$ cat config.mk
export PLATFORM = sky130hd
export DESIGN_NAME = cpu_out_tx
export DESIGN_NICKNAME = d
export VERILOG_FILES = /design/src/rtl/cpu_out_tx.sv
export SDC_FILE = /design/constraint.sdc
export NUM_CORES = 1
export LEC_CHECK = 0
export CORE_MARGIN = 2
export CORE_UTILIZATION = 50
export CTS_CLUSTER_DIAMETER = 120
export DETAILED_ROUTE_END_ITERATION = 12
export HOLD_SLACK_MARGIN = 0.06
export PLACE_DENSITY = 0.68
export SLEW_MARGIN = 20
export SYNTH_ARGS = -nofsm -noshare
export SYNTH_HDL_FRONTEND = slang
export SYNTH_SLANG_ARGS = --single-unit
$ cat constraint.sdc
create_clock -name clk -period 3.7 [get_ports clk]
set_input_delay 0.74 -clock clk [delete_from_list [all_inputs] [get_ports clk]]
set_output_delay 0.74 -clock clk [all_outputs]
set_load 0.03 [all_outputs]
$ cat src/rtl/cpu_out_tx.sv
// cpu_out_tx: FIFO-buffered serial transmitter; each 32-bit word leaves as four LSB-first 8N1 frames.
// Define CPU_OUT_TX_PARITY_EN to insert an even-parity bit per byte (8E1).
module cpu_out_tx #(
  parameter int CLKS_PER_BIT = 434,
  parameter int FIFO_DEPTH   = 4
) (
  input  logic        clk,
  input  logic        clr,
  input  logic [31:0] data_in,
  input  logic        data_valid,
  output logic        data_ready,
  output logic        tx,
  output logic        busy,
  output logic        overflow
);

  localparam int PW = $clog2(FIFO_DEPTH);
  localparam int CW = PW + 1;
  localparam int BW = (CLKS_PER_BIT > 2) ? $clog2(CLKS_PER_BIT) : 1;
  localparam logic [BW-1:0] BAUD_LAST = BW'(CLKS_PER_BIT - 1);
  localparam logic [CW-1:0] FULL      = CW'(FIFO_DEPTH);

  localparam logic [2:0] S_IDLE   = 3'd0;
  localparam logic [2:0] S_START  = 3'd1;
  localparam logic [2:0] S_DATA   = 3'd2;
  localparam logic [2:0] S_STOP   = 3'd4;
`ifdef CPU_OUT_TX_PARITY_EN
  localparam logic [2:0] S_PARITY = 3'd3;
`endif

  logic [31:0]   mem [FIFO_DEPTH];
  logic [PW-1:0] wr_ptr;
  logic [PW-1:0] rd_ptr;
  logic [CW-1:0] count;
  logic [2:0]    state;
  logic [31:0]   shift;
  logic [BW-1:0] baud_cnt;
  logic [2:0]    bit_idx;
  logic [1:0]    byte_idx;
  logic          push;
  logic          pop;
  logic          bit_end;
`ifdef CPU_OUT_TX_PARITY_EN
  logic          par;
`endif

  assign data_ready = (count != FULL);
  assign busy       = (state != S_IDLE) || (count != '0);
  assign push       = data_valid && data_ready;
  assign bit_end    = (baud_cnt == BAUD_LAST);
  // The next word is taken either from idle or straight out of the last stop bit, so words run gap-free.
  assign pop = (count != '0) &&
               ((state == S_IDLE) || (state == S_STOP && bit_end && byte_idx == 2'd3));

  always_ff @(posedge clk) begin
    if (push) mem[wr_ptr] <= data_in;
  end

  always_ff @(posedge clk) begin
    if (clr) begin
      wr_ptr   <= '0;
      rd_ptr   <= '0;
      count    <= '0;
      overflow <= 1'b0;
    end else begin
      if (push) wr_ptr <= wr_ptr + PW'(1);
      if (pop)  rd_ptr <= rd_ptr + PW'(1);
      count <= count + CW'(push) - CW'(pop);
      if (data_valid && !data_ready) overflow <= 1'b1;
    end
  end

  // tx is registered: every transition loads the line level of the state being entered.
  always_ff @(posedge clk) begin
    if (clr) begin
      state    <= S_IDLE;
      tx       <= 1'b1;
      shift    <= '0;
      baud_cnt <= '0;
      bit_idx  <= '0;
      byte_idx <= '0;
`ifdef CPU_OUT_TX_PARITY_EN
      par      <= 1'b0;
`endif
    end else begin
      case (state)
        S_IDLE: begin
          tx <= 1'b1;
          if (pop) begin
            shift    <= mem[rd_ptr];
            byte_idx <= 2'd0;
            baud_cnt <= '0;
            state    <= S_START;
            tx       <= 1'b0;
          end
        end
        S_START: begin
          if (bit_end) begin
            baud_cnt <= '0;
            bit_idx  <= 3'd0;
            state    <= S_DATA;
            tx       <= shift[0];
`ifdef CPU_OUT_TX_PARITY_EN
            par      <= 1'b0;
`endif
          end else begin
            baud_cnt <= baud_cnt + BW'(1);
          end
        end
        S_DATA: begin
          if (bit_end) begin
            baud_cnt <= '0;
            shift    <= shift >> 1;
`ifdef CPU_OUT_TX_PARITY_EN
            par      <= par ^ shift[0];
`endif
            if (bit_idx == 3'd7) begin
`ifdef CPU_OUT_TX_PARITY_EN
              state <= S_PARITY;
              tx    <= par ^ shift[0];
`else
              state <= S_STOP;
              tx    <= 1'b1;
`endif
            end else begin
              bit_idx <= bit_idx + 3'd1;
              tx      <= shift[1];
            end
          end else begin
            baud_cnt <= baud_cnt + BW'(1);
          end
        end
`ifdef CPU_OUT_TX_PARITY_EN
        S_PARITY: begin
          if (bit_end) begin
            baud_cnt <= '0;
            state    <= S_STOP;
            tx       <= 1'b1;
          end else begin
            baud_cnt <= baud_cnt + BW'(1);
          end
        end
`endif
        S_STOP: begin
          if (bit_end) begin
            baud_cnt <= '0;
            if (byte_idx != 2'd3) begin
              byte_idx <= byte_idx + 2'd1;
              state    <= S_START;
              tx       <= 1'b0;
            end else if (pop) begin
              shift    <= mem[rd_ptr];
              byte_idx <= 2'd0;
              state    <= S_START;
              tx       <= 1'b0;
            end else begin
              state <= S_IDLE;
              tx    <= 1'b1;
            end
          end else begin
            baud_cnt <= baud_cnt + BW'(1);
          end
        end
        default: begin
          state <= S_IDLE;
          tx    <= 1'b1;
        end
      endcase
    end
  end

endmodule

# After elaboration in Yosys (flattened, before gate mapping)
# Memory sizes are Yosys's and may differ from the RTL's. A register that Yosys moved wholly into a read port is not among the register bits.
# Cells that the tools add are included.
# word_totals
ff_bits	58
ram_bits	128
inputBits	35
output_inout_bits	4
mem_count	1
# memory_table
memory	words	word_bits	rd	rd_clocked_by_memory_dff	wr	line_no	rtl
mem	4	32	1	1	1	31	logic [31:0] mem [FIFO_DEPTH];
# classes
addsub	7
n_eq_ne	15
mux	35
reduce_logical	22
# op_table
operator	count
$mux W32	4
$pmux W32 S3	1
$mux W3	8
$mux W9	2
$pmux W9 S2	1
$ne A2 B2 Y1 const B	8
$pmux W3 S4	1
$mux W1	10
$mux W2	5
$add A9 B1 Y9 const B	1
$eq A9 B9 Y1 const B	1
$reduce_bool A3 Y1	3
$reduce_and A4 Y1	2
$add A2 B1 Y2 const B	3
$eq A3 B3 Y1 const B	2
$pmux W3 S2	1
$reduce_bool A2 Y1	3
$logic_and A1 B1 Y1	5
$reduce_and A5 Y1	1
$pmux W1 S4	1
$pmux W2 S2	1
$reduce_and A2 Y1	2
$add A3 B1 Y3	1
$add A3 B1 Y3 const B	1
other kinds (10)	11

# Logic depth before layout (Yosys ltp)
# depth
depth_word	9
ltp_mapped	13
depth_no_buf	12

# Worst setup path before layout
# No wires, ideal clock.
# synth_timing
kind	register -> register
startpoint	register baud_cnt[1]
endpoint	register count[2]
setup_time_ns	0.128
arrival_time_ns	2.417
t_required_ns	3.572
slack_ns	1.155
path_stages_with_launch	14
synth_period_minus_slack_ns	2.545
cell_sequence	dfxtp_1 -> inv_1 -> ha_1 -> and4b_1 -> buf_2 -> a31oi_1 -> nor4_2 -> ha_1 -> inv_1 -> ha_1 -> fa_1 -> xnor2_1 -> xnor2_1 -> nor2_1
# synth_between
elab_chain_cells	6
# synth_rtl
element	line_no	rtl
start: declaration	37	logic [BW-1:0] baud_cnt;
start signal: assignment	107	baud_cnt <= baud_cnt + BW'(1);
start signal: assignment	130	baud_cnt <= baud_cnt + BW'(1);
start signal: assignment	161	baud_cnt <= baud_cnt + BW'(1);
$eq A9 B9 Y1	50	assign bit_end = (baud_cnt == BAUD_LAST);
$logic_and A1 B1 Y1 (2 in a row)	53	((state == S_IDLE) || (state == S_STOP && bit_end && byte_idx == 2'd3));
$logic_or A1 B1 Y1	53	
$logic_and A1 B1 Y1	52	assign pop = (count != '0) &&
via pop	41	logic pop;
$sub A3 B1 Y3	68	count <= count + CW'(push) - CW'(pop);
end signal: assignment	68	
end: declaration	34	logic [CW-1:0] count;
# The timed path passes the listed nets, and every way through them passes these cells.
# A chain may end at the register's enable or synchronous reset.

# Worst setup path after layout
# layout_timing
startpoint	register state[0]
endpoint	output port busy
# layout_between
elab_chain_cells	2
# layout_rtl
element	line_no	rtl
start: declaration	35	logic [2:0] state;
start signal: assignment	76	state <= S_IDLE;
start signal: assignment	93	state <= S_START;
start signal: assignment	101	state <= S_DATA;
$reduce_bool A3 Y1	48	assign busy = (state != S_IDLE) || (count != '0);
$logic_or A1 B1 Y1	48	
end: declaration	13	output logic busy,
# No other way between the ends.

==> metrics.cfg <==
[logic_synthesis]
synth-main-ff-cell=edfxtp_1
yosys_warnings=0
avgSynthCellArea_um2=14.9
synth_common_cells=128 x edfxtp_1, 66 x a211oi_1, 60 x dfxtp_1, 46 x inv_1, 32 x mux4_2
synth.most_common_cell=edfxtp_1
synth_fp_nets=578
syn_inst=531
synth_area_leaders=edfxtp_1 49%, dfxtp_1 15%, mux4_2 9.1%, a211oi_1 6.3%, mux2_2 4.4%
synth_top_cell_by_area=edfxtp_1
yosysTopAreaCellShare=0.486
syn_area_um2=7910
synthArstFlopShare=0
synth_edf_count=128
synth.distinct_cells=50
ys_seq_area_frac=0.638
ys_ff_latch=188

[power]
p_leak_uw=0.00299
p_int_uw=4540
p_clk_frac=0.280
combPwrFrac=0.288
peakVddDrop_uv=506
seqPwrFrac=0.432
powerDensity_nw_per_um2=708
power_switching_uw=1890
p_sw_frac=0.294

[route]
drt-vias-per-instance=5.57
wl_per_cell_um=18.6
route.detailed.drc=0
drt-pass1-iter-count=5
drt_iter0_markers=316
finalWirelength_um=14700
via_count=4401
drtAntennaViolNets=0

[floorplanning]
core_area_um2=15300
fp.dieW_um=130
die_h_um=130
io_pins=39
rows=45
dieArea_um2=16800
initial_utilization=0.517

[clocking]
insertion_delay_ns=0.43
cts_max_level=4
cts.sinks=188
cts_tree=built
cts.path.max_buffers=2
postCtsHoldBufs=0
cts-resized-gates=0
cts_root_buf=clkbuf_16
cts_buffers=17
clk_pin_slew_ns=0.07
post-cts-setup-buffer-count=0

[global_routing]
met1_usage=0.247
grt_use_met3=0.0517
first_global_vias=4494
grt_pass1_wl_um=23800
grt_max_degree=33
grtUsageMet2=0.312
antenna_found_initial=0
busiest_layer=met2
grt_overflow=0
track_usage=0.191

[layout]
regArea_um2=5050
multiInputGateArea_um2=2530
area_delta_synth_final_pct=14.9
fillCellCount=1206
drive_gt1_frac=0.202
nets=613
diodes=0

[placement]
gp_congestion=0.754
hpwl_um=8600
port_buffers=38
pre_cts_slack_ns=0.772

[min_path]
hold_class=register to register

[setup_path]
start_kind=register
cp.required_ns=2.96
endpoint_kind=primary output
arrival_ns=2.31
worst-setup-path-type=register to primary output
path_max_fanout=17

[sta]
fin_ws_ns=0.654
grt_setup_unrepaired=no
hold_violations=0
tightest_slew_ns=0.890
fmax_mhz=328
tns_ns=0
min_period_ns=3.05
slew_headroom=0.400
setup_viol=0
post-route-period-util=0.823
finalClockSkew_ns=0.0105
slew_violations=0

[status]
status=finished, final reports clean

[job]
drv_cap=0

-- placed cells by master, fill, tap and decap left out, types with 3 or more instances in the layout --
cell,netlist,routed
clkinv_2,0,3
or2_2,3,3
inv_1,46,46
o21ai_0,8,8
nand2_1,6,6
clkbuf_1,12,4
clkinvlp_4,0,3
xnor2_1,7,7
nor2b_1,6,6
a22oi_1,4,4
mux4_2,32,32
nor2_1,16,16
a21oi_1,11,11
mux2i_1,3,3
buf_4,0,12
mux2_2,31,31
or3_1,7,7
clkdlybuf4s50_1,0,37
and2_1,4,4
bufinv_16,0,3
nand4_1,4,4
ha_1,11,11
clkbuf_16,0,17
dfxtp_1,60,59
a211oi_1,66,66
nand3_1,5,5
edfxtp_1,128,128
and3_1,4,4
a31oi_1,4,3
-- routing by layer --
| metal | share of wire | up-vias |
|---|---|---|
| met2 | 0.51 | 68 |
| met4 | 0.013 | 0 |
| li1 | - | 2121 |
| met3 | 0.027 | 14 |
| met1 | 0.45 | 2198 |
| met5 | 0 | - |
-- worst max-delay path: stages (launching register included) --
cell and delay (ns):
dfxtp_1 0.74, nor3_2 0.19, and2_1 0.24, inv_1 0.06, clkdlybuf4s50_1 0.66
-- cell type report --
class                           count  share of cell area
Tap cell                          211              0.0291
Clock inverter                     11              0.0160
Multi-Input combinational cell    262               0.279
Inverter                           46              0.0190
Sequential cell                   188               0.555
Clock buffer                       21              0.0485
Timing Repair Buffer               51              0.0534
-- metrics by stage --
step | hold slack (ns) | utilization | cells | cell area, um^2 | power, uW
after global placement | 0.439 | 0.555 | 758 | 8500 | 4610
after detailed placement | 0.444 | 0.555 | 758 | 8500 | 4690
after floorplan | 0.430 | - | 531 | 7910 | 4190
after global routing | 0.474 | 0.593 | 790 | 9080 | 6770
after CTS | 0.459 | 0.593 | 790 | 9080 | 6500
final | 0.455 | 0.593 | 790 | 9080 | 6440
-- sequential cells by signal, indices dropped and copies added (netlist names), named ones only --
signal and cells:
wr_ptr 2, baud_cnt 9, rd_ptr 2, byte_idx 2, state 3, overflow 1
mem 128, bit_idx 3, shift 32, tx 1, count 3
-- power groups by stage --
stage | logic (uW) | clock network, uW | registers [uW]
finish | 1850 | 1800 | 2780
CTS | 1880 | 1840 | 2780
global route | 2040 | 1910 | 2820
detailed placement | 1870 | 0 | 2830
global placement | 1810 | 0 | 2800
floorplan | 1450 | 0 | 2740
-- path summary, 6_finish.rpt --
check | start | slack [ns] | to | cells after the start
max | state[0]$_SDFFE_PP0P_ | 0.65 | busy | 4
min | shift[5]$_SDFFE_PP0P_ | 0.45 | shift[5]$_SDFFE_PP0P_ | 2
max reg2reg | baud_cnt[0]$_SDFFE_PP0P_ | 0.81 | count[2]$_SDFF_PP0_ | 11
min reg2reg | shift[5]$_SDFFE_PP0P_ | 0.45 | shift[5]$_SDFFE_PP0P_ | 2
-- cells by family after synthesis --
logic type                 share of synthesized area
adders and majority gates                     0.0214
muxes                                          0.142
buffers and inverters                         0.0443
xor gates and xnor gates                     0.00775
and+or+nand+nor                               0.0530
DFF                                            0.638
AOI/OAI and AO/OA                             0.0940
No activity file was read; power rests on OpenSTA's default activity.
